==> src/rtl/opcode_decode_pipe_pkg.sv <==
// Package opcode_type: shared types and encodings for opcode_decode_pipe.
//   opcode_t         - decoded instruction class, including unknown_type
//   OP_*             - the eleven 7-bit major opcode encodings
//   decoded_bundle_t - one decoded lane as stored in the output FIFO
// Optional feature macro: DECODE_ILLEGAL_EN adds the per-lane illegal flag
// to decoded_bundle_t. Without it, no illegal storage exists.
package opcode_type;

  typedef enum logic [3:0] {
    lui,
    auipc,
    jal,
    jalr,
    branch_type,
    load_type,
    store_type,
    imm_arith_type,
    reg_arith_type,
    fence_type,
    system_type,
    unknown_type
  } opcode_t;

  localparam logic [6:0] OP_LUI       = 7'b0110111;
  localparam logic [6:0] OP_AUIPC     = 7'b0010111;
  localparam logic [6:0] OP_JAL       = 7'b1101111;
  localparam logic [6:0] OP_JALR      = 7'b1100111;
  localparam logic [6:0] OP_BRANCH    = 7'b1100011;
  localparam logic [6:0] OP_LOAD      = 7'b0000011;
  localparam logic [6:0] OP_STORE     = 7'b0100011;
  localparam logic [6:0] OP_IMM_ARITH = 7'b0010011;
  localparam logic [6:0] OP_REG_ARITH = 7'b0110011;
  localparam logic [6:0] OP_FENCE     = 7'b0001111;
  localparam logic [6:0] OP_SYSTEM    = 7'b1110011;

  // One lane of a decoded bundle. A bundle is an array of these, LANES wide.
  typedef struct packed {
    opcode_t op_class;
    logic    lane_valid;
`ifdef DECODE_ILLEGAL_EN
    logic    illegal;
`endif
  } decoded_bundle_t;

endpackage

==> src/rtl/opcode_decode_pipe_lane_dec.sv <==
// opcode_lane_dec: combinational decode of one fetched instruction lane.
//   instr      - 32-bit fetched instruction
//   lane_valid - lane occupancy bit
//   op_class   - decoded class (unknown_type for empty lanes)
//   illegal    - illegal-encoding flag; constant 0 unless DECODE_ILLEGAL_EN
module opcode_lane_dec
  import opcode_type::*;
(
  input  logic [31:0] instr,
  input  logic        lane_valid,
  output opcode_t     op_class,
  output logic        illegal
);

  // Only the major opcode field is decoded.
  logic unused_hi;
  assign unused_hi = ^instr[31:7];

  opcode_t table_class;

  always_comb begin
    table_class = unknown_type;
    case (instr[6:0])
      OP_LUI:       table_class = lui;
      OP_AUIPC:     table_class = auipc;
      OP_JAL:       table_class = jal;
      OP_JALR:      table_class = jalr;
      OP_BRANCH:    table_class = branch_type;
      OP_LOAD:      table_class = load_type;
      OP_STORE:     table_class = store_type;
      OP_IMM_ARITH: table_class = imm_arith_type;
      OP_REG_ARITH: table_class = reg_arith_type;
      OP_FENCE:     table_class = fence_type;
      OP_SYSTEM:    table_class = system_type;
      default:      table_class = unknown_type;
    endcase
  end

  always_comb begin
    op_class = unknown_type;
    illegal  = 1'b0;
    if (lane_valid) begin
      op_class = table_class;
`ifdef DECODE_ILLEGAL_EN
      // Compressed / non-32-bit encodings are not decodable here.
      if (instr[1:0] != 2'b11) op_class = unknown_type;
      illegal = (op_class == unknown_type);
`endif
    end
  end

endmodule

==> src/rtl/opcode_decode_pipe.sv <==
// opcode_decode_pipe: decodes LANES instructions per bundle and buffers the
// decoded bundles in a DEPTH-entry FIFO between fetch and issue.
//   clk, rst                   - clock, asynchronous active-low reset
//   in_valid/in_ready          - fetch-side handshake
//   in_instr, in_lane_valid    - bundle payload, lane i at [32*i+31:32*i]
//   flush                      - drop all buffered and incoming bundles
//   out_valid/out_ready        - issue-side handshake
//   out_opcode_type, out_lane_valid, out_illegal - head bundle fields
//   occupancy                  - number of buffered bundles
// Handshake: a transfer happens on a rising edge where valid && ready and
// flush is low; the producer holds its payload until that edge, and out_*
// payload stays stable while out_valid && !out_ready.
// Optional feature macro: DECODE_ILLEGAL_EN enables illegal-encoding flags.
module opcode_decode_pipe
  import opcode_type::*;
#(
  parameter int LANES = 1,
  parameter int DEPTH = 2
) (
  input  logic                       clk,
  input  logic                       rst,
  input  logic                       in_valid,
  output logic                       in_ready,
  input  logic [LANES*32-1:0]        in_instr,
  input  logic [LANES-1:0]           in_lane_valid,
  input  logic                       flush,
  output logic                       out_valid,
  input  logic                       out_ready,
  output opcode_t                    out_opcode_type [LANES],
  output logic [LANES-1:0]           out_lane_valid,
  output logic [LANES-1:0]           out_illegal,
  output logic [$clog2(DEPTH+1)-1:0] occupancy
);

  localparam int CNT_W = $clog2(DEPTH + 1);
  localparam int PTR_W = (DEPTH > 1) ? $clog2(DEPTH) : 1;
  localparam logic [PTR_W-1:0] LAST_PTR = PTR_W'(DEPTH - 1);

  opcode_t         lane_cls [LANES];
  logic            lane_ill [LANES];
  decoded_bundle_t lane_dec [LANES];

  for (genvar g = 0; g < LANES; g++) begin : g_lane
    opcode_lane_dec u_dec (
      .instr      (in_instr[32*g +: 32]),
      .lane_valid (in_lane_valid[g]),
      .op_class   (lane_cls[g]),
      .illegal    (lane_ill[g])
    );
  end

`ifndef DECODE_ILLEGAL_EN
  // The decoder's flag is constant 0 in this build and is not stored.
  logic lane_ill_unused;
  always_comb begin
    lane_ill_unused = 1'b0;
    for (int i = 0; i < LANES; i++) lane_ill_unused = lane_ill_unused ^ lane_ill[i];
  end
`endif

  always_comb begin
    for (int i = 0; i < LANES; i++) begin
      lane_dec[i].op_class   = lane_cls[i];
      lane_dec[i].lane_valid = in_lane_valid[i];
`ifdef DECODE_ILLEGAL_EN
      lane_dec[i].illegal    = lane_ill[i];
`endif
    end
  end

  decoded_bundle_t   mem [DEPTH][LANES];
  logic [PTR_W-1:0]  wr_ptr;
  logic [PTR_W-1:0]  rd_ptr;
  logic [CNT_W-1:0]  count;
  logic              push;
  logic              pop;

  assign in_ready  = rst && (count < CNT_W'(DEPTH));
  assign out_valid = (count != '0);
  assign occupancy = count;
  assign push      = in_valid && in_ready && !flush;
  assign pop       = out_valid && out_ready && !flush;

  always_ff @(posedge clk or negedge rst) begin
    if (!rst) begin
      wr_ptr <= '0;
      rd_ptr <= '0;
      count  <= '0;
    end else if (flush) begin
      wr_ptr <= '0;
      rd_ptr <= '0;
      count  <= '0;
    end else begin
      if (push) wr_ptr <= (wr_ptr == LAST_PTR) ? '0 : wr_ptr + PTR_W'(1);
      if (pop)  rd_ptr <= (rd_ptr == LAST_PTR) ? '0 : rd_ptr + PTR_W'(1);
      case ({push, pop})
        2'b10:   count <= count + CNT_W'(1);
        2'b01:   count <= count - CNT_W'(1);
        default: count <= count;
      endcase
    end
  end

  // Payload storage needs no reset: it is only observed while out_valid.
  always_ff @(posedge clk) begin
    if (push) begin
      for (int i = 0; i < LANES; i++) mem[wr_ptr][i] <= lane_dec[i];
    end
  end

  // Empty FIFO (including during reset) presents neutral payload values.
  always_comb begin
    for (int i = 0; i < LANES; i++) begin
      out_opcode_type[i] = unknown_type;
      out_lane_valid[i]  = 1'b0;
`ifdef DECODE_ILLEGAL_EN
      out_illegal[i]     = 1'b0;
`endif
      if (out_valid) begin
        out_opcode_type[i] = mem[rd_ptr][i].op_class;
        out_lane_valid[i]  = mem[rd_ptr][i].lane_valid;
`ifdef DECODE_ILLEGAL_EN
        out_illegal[i]     = mem[rd_ptr][i].illegal;
`endif
      end
    end
  end

`ifndef DECODE_ILLEGAL_EN
  assign out_illegal = '0;
`endif

endmodule

==> config.mk <==
export PLATFORM = sky130hd
export DESIGN_NAME = opcode_decode_pipe
export DESIGN_NICKNAME = d
export VERILOG_FILES = /design/src/rtl/opcode_decode_pipe_pkg.sv /design/src/rtl/opcode_decode_pipe_lane_dec.sv /design/src/rtl/opcode_decode_pipe.sv
export SDC_FILE = /design/constraint.sdc
export NUM_CORES = 1
export LEC_CHECK = 0
export CORE_ASPECT_RATIO = 0.75
export CORE_MARGIN = 8
export CORE_UTILIZATION = 39
export CTS_CLUSTER_SIZE = 8
export DETAILED_ROUTE_END_ITERATION = 8
export PLACE_DENSITY = 0.94
export SLEW_MARGIN = 20
export SYNTH_ARGS = -nofsm -noshare
export SYNTH_HDL_FRONTEND = slang
export SYNTH_HIERARCHICAL = 1
export SYNTH_SLANG_ARGS = --single-unit
==> constraint.sdc <==
create_clock -name clk -period 3.3 [get_ports clk]
set_input_delay 0.99 -clock clk [delete_from_list [all_inputs] [get_ports clk]]
set_output_delay 0.99 -clock clk [all_outputs]
set_load 0.01 [all_outputs]
==> results.md, run 1 <==
- Status: completed
- Worst-margin pin slew: 0.6837 ns
- Routed Antenna Nets: 0
- Clock buffer count from CTS: 3
- Period utilisation layout: 95.64%
- Worst Path Required: 2.31 ns
- Cell family with most CP delay: buffers and inverters
- Final Max Tran Viols: 0
- Worst path arrival time: 2.17 ns
- CTS tree: done
- # setup viols final: 0
- Number of global-route vias before repair: 664
- P&R area growth vs syn: 31.77%
- TritonRoute pass-1 iters: 4
- Drt total wl: 1775 µm
- Non-Filler Cell Area, Final: 0.001054 mm²
- Die area: 0.003770 mm²
- RSZ-0062 raised after global routing: false
- Starting DRT DRC Count: 8
- YS warnings: 6
- Drt drc: 0
- Core area: 0.001979 mm²
- Resized Gates After CTS: 0
- Commonest non-fill, non-tap cells in the layout: 21 x clkdlybuf4s50_1, 10 x edfxtp_1, 8 x nor2_1
- Min-Delay Path Class: flop to flop
- Setup tns final: 0 ns
- Crit Path Category: input port to output pin
- Total power: 0.0003639 W
- Die Height: 55.21 µm
- CP Launch Type: input port
- Slowest cell on crit path: clkdlybuf4s50_1
- Critical Path Max Stage Delay: 0.55 ns
- Lkg Pwr: 0.3890 nW
- Via count: 636
- Setup crit end kind: output pin
- Pin count of the biggest net entering global routing: 9
- Max-cap viol count: 0
- H-tree depth: 1
- Syn_nets: 117
- Clock root buffer: clkbuf_4
- Clk_skew: 0.004844 ns
- Synthesized cell area: 799.5 µm²
- Critical Path, Cell by Cell: clkdlybuf4s50_1 > nor2b_1 > clkdlybuf4s50_1
- Worst-path clk slew: 0.08 ns
- DR WL/cell: 14.09 µm
- Longest Clk Path Bufs: 2
- CTS hold repair buffers: 0
- Most common cell after layout, fill and taps aside: clkdlybuf4s50_1
- Starting Density: 40.39%
- Max_slew headroom: 54.07%
- Aggregate global-route resource usage: 9.575%
- Initial antenna violation count: 0
- GR Overflow Total: 0
- Final Hold Fails: 0
- Mean post-synth cell area: 10.12 µm²
- Min cycle time layout: 3.156 ns
- Vias per std cell: 5.048
- Clock Latency Late Sink: 0.28 ns
- Layout cell share with drive strength beyond 1: 9.804%
- Worst-path maximum fanout: 2
- Std cell rows: 14
- First-pass GRT wire length: 2794 µm
- WP buf/inv: 2
- Boundary pin count: 48
- Cell Count, Final, Fillers Out: 126
- Clk sink count: 14
- Peak VDD IR: 0.1789 mV
- Hold WS: 0.5882 ns
- Max frequency: 316.8 MHz
- # diodes: 0
- Pwr dens: 345.4 mW/mm²
- Final GP Congestion: 0.8050
- Post-Place Cells: 122
- Die Wd: 68.28 µm
- Synthesized instance count: 79
- Dpl hpwl: 1419 µm
- Worst path most repeated cell: clkdlybuf4s50_1
- Placed instance area: 0.001027 mm²
- Nets: 141
- Post-CTS Setup Inserts: 0
- Port Buf Inserts: 21
[registers in the layout (all words and copies together), names as in the netlist]
name / count
mem: 10
occupancy: 2
rd_ptr: 1
wr_ptr: 1
[final timing paths]
kind | startpoint | end | slack (ns) | depth (start not counted)
hold / removal | wr_ptr | wr_ptr | 0.59 | 2
setup reg to reg | occupancy[1] | mem[0][3] | 1.67 | 2
setup / recovery | rst | in_ready | 0.14 | 3
max in group asynchronous | rst | wr_ptr | 2.18 | 2
min in group asynchronous | rst | rd_ptr | 1.01 | 2
hold reg to reg | wr_ptr | wr_ptr | 0.59 | 2
[metal layers]
layer	up-vias	GRT usage (%)	routed length [µm]	share of wire (%)
li1	323	-	-	-
met1	282	9.953	758	43
met2	26	16.58	866	49
met3	5	1.006	93	5.2
met4	0	7.580	57	3.2
met5	-	0	0	0
[cell type report]
cell class,count,area [µm²]
fill,181,925.9
sequential,14,400.4
multi-input combinational,57,356.6
timing repair buffer,23,225.2
tap,24,30.03
clock buffer,3,22.52
inverter,4,15.01
clock inverter,1,3.754
[power breakdown]
group | internal, W | switching [W]
Sequential | 0.000193 | 0.00000472
Clock | 0.0000439 | 0.0000549
Combinational | 0.0000356 | 0.0000315
[per-stage QoR]
step                setup slack, ns  util, %
floorplan                     1.123        -
global placement             0.1911    51.90
detailed placement           0.1249    51.90
CTS                          0.1248    53.22
global route                 0.1113    53.22
finish                       0.1439    53.22
[worst min-delay path: stages, from the launching register on]
cell	delay (ns)
dfrtp_1	0.39
xor2_1	0.08
nor2_1	0.08
Note: power is estimated with default switching activity, not from simulation.
==> run 2: changes to the inputs <==
--- a/config.mk
+++ b/config.mk
@@ -10,7 +10,7 @@
 export CORE_UTILIZATION = 39
 export CTS_CLUSTER_SIZE = 8
 export DETAILED_ROUTE_END_ITERATION = 8
-export PLACE_DENSITY = 0.94
+export PLACE_DENSITY = 0.83
 export SLEW_MARGIN = 20
 export SYNTH_ARGS = -nofsm -noshare
 export SYNTH_HDL_FRONTEND = slang
==> constraint.sdc (replaced) <==
create_clock -name clk -period 3.3 [get_ports clk]
set_input_delay 0.66 -clock clk [delete_from_list [all_inputs] [get_ports clk]]
set_output_delay 0.66 -clock clk [all_outputs]
set_load 0.01 [all_outputs]
==> run 2 against run 1 <==
Compared with the run above:
- first-iteration DRC count grew to 2.9 times the previous value
- final cell count shrank 0.79%
- global-route usage shrank 0.75 points
- fmax grew 28%
- combinational power shrank 0.7%
- via count grew 0.63%
- highest routed layer unchanged
==> results.md, run 2 (same netlist as run 1, synthesis figures left out) <==
- Most flops, register: mem
- Die area: 0.003770 mm² (unchanged)
- Clk_skew: 0.002728 ns (-0.002117 ns)
- Worst r2r dst: mem[1][1]
- Routed Antenna Nets: 0 (unchanged)
- Die Wd: 68.28 µm (unchanged)
- Clock root buffer: clkbuf_4
- Initial antenna violation count: 0 (unchanged)
- Worst path arrival time: 1.81 ns (-0.36 ns)
- Period utilisation layout: 74.71% (-21 points)
- Worst reg2reg path depth: 2 (unchanged)
- P&R area growth vs syn: 30.83%
- Post-CTS Setup Inserts: 0 (unchanged)
- Max_slew headroom: 48.14% (-5.9 points)
- Core area: 0.001979 mm² (unchanged)
- Final setup margin: 0.8346 ns (+0.6907 ns)
- Worst-path clk slew: 0.08 ns (about the same)
- RSZ-0062 raised after global routing: false
- # diodes: 0 (unchanged)
- Hold WS: 0.5862 ns (-0.002046 ns)
- Longest Clk Path Bufs: 2 (unchanged)
- Peak VDD IR: 0.2315 mV (+29%)
- Status: completed
- H-tree depth: 1 (unchanged)
- CP Launch Type: input port
- Final Hold Fails: 0 (unchanged)
- Port Buf Inserts: 21 (unchanged)
- Max frequency: 405.6 MHz (+28%)
- Std cell rows: 14 (unchanged)
- GR Overflow Total: 0 (unchanged)
- Lkg Pwr: 0.3836 nW (-1.4%)
- CTS hold repair buffers: 0 (unchanged)
- Worst-margin pin slew: 0.7763 ns (+0.09253 ns)
- Hold_sp: wr_ptr
- # setup viols final: 0 (unchanged)
- Pwr dens: 342.6 mW/mm² (-0.80%)
- Hold Path Stages: 2 (unchanged)
- R2R Setup Slk: 1.55 ns (-0.12 ns)
- Final core occ: 52.84% (-0.38 points)
- Crit Path Category: input port to output pin
- Clock buffer count from CTS: 3 (unchanged)
- Via count: 640 (+0.63%)
- Aggregate global-route resource usage: 8.821% (-0.75 points)
- Final Max Tran Viols: 0 (unchanged)
- CTS tree: done
- First-pass GRT wire length: 2663 µm (-4.7%)
- Resized Gates After CTS: 0 (unchanged)
- Dpl hpwl: 1365 µm (-3.8%)
- Total power: 0.0003584 W (-1.5%)
- Setup tns final: 0 ns (unchanged)
- Pin count of the biggest net entering global routing: 9 (unchanged)
- Setup crit end kind: output pin
- Worst-path maximum fanout: 2 (unchanged)
- Starting Density: 40.39% (unchanged)
- Drt drc: 0 (unchanged)
- Clock Latency Late Sink: 0.27 ns (about the same)
- Commonest non-fill, non-tap cells in the layout: 21 x clkdlybuf4s50_1, 10 x edfxtp_1, 8 x nor2_1
- TritonRoute pass-1 iters: 5 (+1)
- Number of flip-flops in the largest register: 10 (unchanged)
- DR WL/cell: 13.01 µm (-7.7%)
- Die Height: 55.21 µm (unchanged)
- Layout cell share with drive strength beyond 1: 8.911% (-0.89 points)
- Nets: 140 (-0.71%)
- Most common cell after layout, fill and taps aside: clkdlybuf4s50_1
- Final GP Congestion: 0.8412 (+4.5%)
- Worst Hold End: wr_ptr
- Drt total wl: 1626 µm (-8.4%)
- Clk sink count: 14 (unchanged)
- Vias per std cell: 5.120 (+1.4%)
- Min-Delay Path Class: flop to flop
- Min cycle time layout: 2.465 ns (-0.6907 ns)
- Dpl ws: 0.7680 ns (+0.6431 ns)
- Starting DRT DRC Count: 23 (+15)
- Max-cap viol count: 0 (unchanged)
- FF-to-FF Start: occupancy[1]
- Number of global-route vias before repair: 616 (-7.2%)
- Worst Path Required: 2.64 ns (+0.33 ns)
- Boundary pin count: 48 (unchanged)
[run 2: cell count changes in the layout (fill, tap and decap cells not counted), sizes merged]
cell	previous run	this run
buf	2	1
[run 2: area by class of cell]
type	instances	area [µm²]
Multi-Input combinational cell	57	356.6
Inverter	4	15.01
Fill cell	187	933.4
Tap cell	24	30.03
Timing Repair Buffer	22	217.7
Sequential cell	14	400.4
Clock inverter	1	3.754
Clock buffer	3	22.52
[run 2: metal layers]
metal  GRT usage (%)  vias to the layer above  wire length (µm)
met3           1.610                        2               106
li1                -                      320                 -
met5               0                        -                 0
met2           12.70                       24               720
met4           3.499                        0                19
met1           12.47                      294               779
[run 2: where the power goes]
group | internal (W) | switching, W | leakage, nW
Combinational | 0.0000354 | 0.0000313 | 0.222
Sequential | 0.000193 | 0.00000468 | 0.146
Clock | 0.0000437 | 0.0000501 | 0.0154
[run 2: worst max-delay path by stage]
| stage | end | slack, ns | cells past startpoint | start |
|---|---|---|---|---|
| after global placement | in_ready | 0.85 | 3 | rst |
| final | in_ready | 0.83 | 3 | rst |
| after floorplan | mem[1][0] | 1.65 | 2 | in_valid |
| after CTS | in_ready | 0.83 | 3 | rst |
| after detailed placement | mem[1][2] | 0.77 | 4 | rst |
| after global routing | in_ready | 0.81 | 3 | rst |
[run 2: critical path, cell delays in order]
cell and delay (ns):
clkdlybuf4s50_1 0.48, nor2b_1 0.13, clkdlybuf4s50_1 0.54
[run 2: through the flow]
step | cells | cell area, µm²
final | 125 | 1046
after global routing | 125 | 1046
after CTS | 125 | 1046
after detailed placement | 121 | 1020
after global placement | 121 | 1020
after floorplan | 79 | 799.5
